$ cat config.mk
export PLATFORM = sky130hd
export DESIGN_NAME = calc_top
export DESIGN_NICKNAME = d
export VERILOG_FILES = /design/src/rtl/calc_pkg.sv /design/src/rtl/hex7seg.sv /design/src/rtl/calc_top.sv
export SDC_FILE = /design/constraint.sdc
export NUM_CORES = 1
export LEC_CHECK = 0
export BUFFER_PORTS_ARGS = -buffer_cell sky130_fd_sc_hd__buf_2
export CAP_MARGIN = 20
export CORE_MARGIN = 2
export CORE_UTILIZATION = 38
export CTS_CLUSTER_DIAMETER = 60
export DETAILED_ROUTE_END_ITERATION = 16
export PLACE_DENSITY = 0.68
export SLEW_MARGIN = 0
export SYNTH_ARGS = -nofsm -noshare
export SYNTH_HDL_FRONTEND = slang
export SYNTH_SLANG_ARGS = --single-unit
export TNS_END_PERCENT = 10
$ cat constraint.sdc
create_clock -name clk -period 2.6 [get_ports clk]
set_clock_uncertainty 0.2 [all_clocks]
set_input_delay 0.39 -clock clk [delete_from_list [all_inputs] [get_ports clk]]
set_output_delay 0.39 -clock clk [all_outputs]
set_load 0.005 [all_outputs]
$ cat src/rtl/calc_pkg.sv
// Shared definitions for the calc_top calculator: FSM state codes, operation
// select values and the 7-segment pattern table ({g,f,e,d,c,b,a}, active-high).
package calc_pkg;

   typedef enum logic [3:0] {
      ST_LOAD_A = 4'd0,
      ST_LOAD_B = 4'd1,
      ST_EXEC   = 4'd2,
      ST_WRITE  = 4'd3,
      ST_DONE   = 4'd4
   } state_t;

   typedef enum logic {
      OP_ADD = 1'b0,
      OP_SUB = 1'b1
   } op_t;

   // Entry [n] is the glyph for hex digit n; element 15 is listed first.
   localparam logic [15:0][6:0] SEG_TABLE = {
      7'h71, 7'h79, 7'h5E, 7'h39, 7'h7C, 7'h77, 7'h6F, 7'h7F,
      7'h07, 7'h7D, 7'h6D, 7'h66, 7'h4F, 7'h5B, 7'h06, 7'h3F
   };

endpackage

$ cat src/rtl/hex7seg.sv
// Hex digit to 7-segment decoder. Define SEG_ACTIVE_LOW_EN to invert the
// outputs for common-anode displays.
module hex7seg
   import calc_pkg::*;
(
   input  logic [3:0] value,
   output logic [6:0] seg
);

`ifdef SEG_ACTIVE_LOW_EN
   assign seg = ~SEG_TABLE[value];
`else
   assign seg = SEG_TABLE[value];
`endif

endmodule

$ cat src/rtl/calc_top.sv
// Two-operand 4-bit add/subtract calculator driven by a fixed 5-cycle
// sequencer. Display polarity follows SEG_ACTIVE_LOW_EN (see hex7seg).
module calc_top
   import calc_pkg::*;
(
   input  logic       clk,
   input  logic       rst,
   input  logic [3:0] Dados,
   input  logic       Instrucao,
   output logic [6:0] Disp_RegA,
   output logic [6:0] Disp_RegB,
   output logic [6:0] Disp_Saida,
   output logic [3:0] state,
   output logic [4:0] saida_regC,
   output logic       fim
);

   state_t     state_q, state_d;
   logic [3:0] reg_a, reg_b;
   logic [4:0] alu_r, reg_c;

   always_ff @(posedge clk) begin
      if (rst) begin
         state_q <= ST_LOAD_A;
         reg_a   <= '0;
         reg_b   <= '0;
         alu_r   <= '0;
         reg_c   <= '0;
      end else begin
         state_q <= state_d;
         case (state_q)
            ST_LOAD_A: reg_a <= Dados;
            ST_LOAD_B: reg_b <= Dados;
            // 5-bit difference wraps mod 32, so bit 4 doubles as the borrow
            ST_EXEC:   alu_r <= (op_t'(Instrucao) == OP_SUB) ?
                                ({1'b0, reg_a} - {1'b0, reg_b}) :
                                ({1'b0, reg_a} + {1'b0, reg_b});
            ST_WRITE:  reg_c <= alu_r;
            default:   ;
         endcase
      end
   end

   always_comb begin
      state_d = ST_LOAD_A;
      case (state_q)
         ST_LOAD_A: state_d = ST_LOAD_B;
         ST_LOAD_B: state_d = ST_EXEC;
         ST_EXEC:   state_d = ST_WRITE;
         ST_WRITE:  state_d = ST_DONE;
         default:   state_d = ST_LOAD_A;
      endcase
   end

   assign state      = state_q;
   assign saida_regC = reg_c;
   assign fim        = (state_q == ST_DONE);

   hex7seg u_disp_a (.value(reg_a),      .seg(Disp_RegA));
   hex7seg u_disp_b (.value(reg_b),      .seg(Disp_RegB));
   hex7seg u_disp_c (.value(reg_c[3:0]), .seg(Disp_Saida));

endmodule

==> key figures <==
CTS
  – Skew-Pair Late Insertion Delay: 0.29 ns
  – Reg clk slew, reported paths: 0.08 ns
  – H-tree levels: 2
  – CTS Hold Bufs: 0
  – CTS buffer count: 5
  – Root Buffer: clkbuf_8
  – Sinks on Clock Net: 42
  – Clock Path Buffers: 2
  – CTS tree: done

Synth
  – Post-synth ARST share: 0%
  – Post-Synthesis Cells: 266
  – Yosys warns: 0
  – Seq cells post-synth: 42
  – Syn nets: 300
  – Top FF cell, synth: dfxtp_1
  – Synth Cell Area: 2490 um^2
  – Post-synth EDFFs: 0
  – Yosys cell types: 52
  – Syn_area_per_cell: 9.37 um^2
  – Seq/Total Area, Yosys: 33.7%

Layout
  – Most frequent cells in the layout: dfxtp_1, buf_2, ha_1, nor2_1, inv_1
  – Layout area overhead: 17.0%
  – Commonest non-fill, non-tap cell in the layout: dfxtp_1
  – Final Cell Area: 2920 um^2
  – Final layout net count: 346
  – Layout Utilization: 45.9%
  – Filler cell count: 619
  – # diodes: 0
  – Share of layout cells above drive strength 1: 24.0%

Detailed routing
  – DRC viols: 0
  – DR iter-0 viols: 85
  – Final wirelength: 5.10 mm
  – Detailed-router iteration count before antenna repair: 4
  – Via count: 2007
  – Via density: 5.15
  – Routed wire per std cell: 13.1 um
  – Final ANT Viol Nets: 0

GRT
  – Global Route Usage Sum: 14.9%
  – GR Layer Usage met3: 3.21%
  – Initial antenna violation count: 0
  – First-pass GRT wire length: 8.85 mm
  – Met2 Use GR: 25.7%
  – Largest net degree at the start of global routing: 28
  – Met1 Usage GRT: 18.7%
  – Gr ovfl total: 0
  – Busiest metal layer after global routing: met2
  – Vias in the first global route: 1933

Timing
  – Final setup fails: 0
  – Slew HR: 62.2%
  – Fmax: 413 MHz
  – Sum Neg Setup Slack: 0 ns
  – Slew @ Worst Pin: 0.565 ns
  – Final critical-path required period: 2.42 ns
  – Final Hold Viols: 0
  – Setup ws final: 0.178 ns
  – RSZ-0062 raised after global routing: no
  – Fin crit share: 93.2%
  – Pins Over Slew Limit: 0

Worst setup path
  – R2R Path End: Disp_RegA[3]
  – Max incr delay on CP: 0.68 ns
  – Cell Chain, Critical Path: or4b_2 -> a21oi_2 -> inv_1 -> ha_1 -> nor2_1 -> a21oi_1 -> a22o_1
  – Crit. End Element: flop
  – Reg-to-reg slack, setup: 0.18 ns
  – Startpoint types: flop
  – Reg2reg start: state[2]
  – Slowest CP cell: or4b_2
  – Largest fanout on the critical path: 11
  – Req. time, crit path: 2.59 ns
  – Worst setup startpoint: state[2]
  – Type of the worst setup path: reg -> reg
  – Crit path DAT: 2.42 ns
  – Worst r2r path cells: 7

Placement
  – Placed Area: 2800 um^2
  – Gpl congestion: 0.888
  – Post-DP HPWL: 3.88 mm
  – I/O Buffers: 36
  – Pre-CTS WS: 0.0806 ns

Pwr
  – P_leak: 1.24 nW
  – Pwr dens: 562 nW/um^2
  – VDD IR max: 0.261 mV

Min path
  – Worst hold path cell count: 3
  – Worst hold-check path type: in -> reg
  – Hold Startpoint: Dados[0]
  – Min-Delay Endpoint: reg_a[0]

Die
  – Starting Density: 39.3%
  – Num rows: 29
  – Chip height: 85.0 um
  – Chip Width: 85.0 um
  – IO Pins: 38
  – Die area: 7220 um^2
  – CORE AREA: 6350 um^2

Outcome
  – Outcome: complete, no violations

Job
  – Max-cap violation count: 0
worst max-delay path by stage:
stage / endpoint / depth (start not counted)
3_5_place_dp: Disp_RegA[3] / 8
5_1_grt: Disp_Saida[5] / 8
2_1_floorplan: Disp_RegA[3] / 8
6_report: Disp_RegA[3] / 7
4_1_cts: Disp_RegA[3] / 8
3_3_place_gp: Disp_RegA[3] / 8
layer usage:
metal,vias to the layer above,routed length [um]
met4,0,52
li1,1026,-
met2,55,2520
met1,920,2300
met3,6,227
met5,-,0
metrics by stage:
step                      power (mW)  hold slack (ns)  std cells
after floorplan                 1.04            0.232        266
after global placement          1.16            0.246        381
after detailed placement        1.16            0.251        381
after CTS                       1.66            0.193        389
after global routing            1.74            0.213        390
final                           1.64            0.199        390
state kept, by name, summed over array words and instances (netlist names):
register and cells:
Disp_RegB 7, saida_regC 5, Disp_RegA 7, reg_a 4
Disp_Saida 7, reg_b 4, alu_r 5, state 3
what timing repair did:
item	CTS	global route
resized for setup	0	0
buffers inserted	0	1
setup endpoints to repair	0	2
final cells by class:
| type | count | area (um^2) | share of cell area [%] |
|---|---|---|---|
| Clock buffer | 8 | 110 | 3.78 |
| Inverter | 19 | 71.3 | 2.45 |
| Multi-Input combinational cell | 193 | 1500 | 51.6 |
| Sequential cell | 42 | 841 | 28.8 |
| Tap cell | 77 | 96.3 | 3.30 |
| Timing Repair Buffer | 51 | 293 | 10.0 |
worst max-delay path: cells and delay by family, from the launching register on:
kind	cells	cell delay (ns)
AND/OR/NAND/NOR	2	0.79
AO/OA/AOI/OAI	3	0.50
flip-flops	1	0.43
adder cells (fa/ha/maj)	1	0.30
buffers and inverters	1	0.11
cells in the mapped netlist (3+ instances only):
cell type | count | share of area [%]
dfxtp_1 | 42 | 34
xnor2_1 | 5 | 1.8
a211oi_1 | 5 | 1.5
buf_4 | 3 | 0.90
buf_2 | 4 | 0.80
nand2_1 | 8 | 1.2
o32a_1 | 3 | 1.2
nand3b_1 | 3 | 0.90
mux2_2 | 8 | 3.6
mux2i_1 | 16 | 6.4
ha_1 | 26 | 13
nor3_1 | 10 | 2.0
nor2b_1 | 3 | 0.75
a22oi_1 | 3 | 0.90
o21ai_0 | 7 | 1.4
a2bb2oi_1 | 4 | 1.4
inv_1 | 19 | 2.9
o21a_1 | 3 | 0.90
nor3b_1 | 9 | 2.7
a21oi_1 | 14 | 2.8
nand2b_1 | 11 | 2.8
nor2_1 | 23 | 3.5
logic make-up (layout without fill, tap and decap cells):
group | after synthesis | after routing | share of synthesized area [%]
AO/OA/AOI/OAI | 54 | 54 | 15.3
flip-flops | 42 | 42 | 33.7
buffers and inverters | 31 | 78 | 5.92
adder cells (fa/ha/maj) | 27 | 27 | 13.9
AND/OR/NAND/NOR | 80 | 80 | 18.2
other | 1 | 1 | 0.150
XOR/XNOR | 5 | 5 | 1.76
multiplexers | 26 | 26 | 11.1
where the power goes:
part | total (mW) | switching, mW | internal (mW) | leakage, nW
Combinational | 0.409 | 0.208 | 0.201 | 0.840
Clock | 0.490 | 0.222 | 0.268 | 0.0575
Sequential | 0.741 | 0.0382 | 0.703 | 0.344
(Power assumes the default switching activity.)
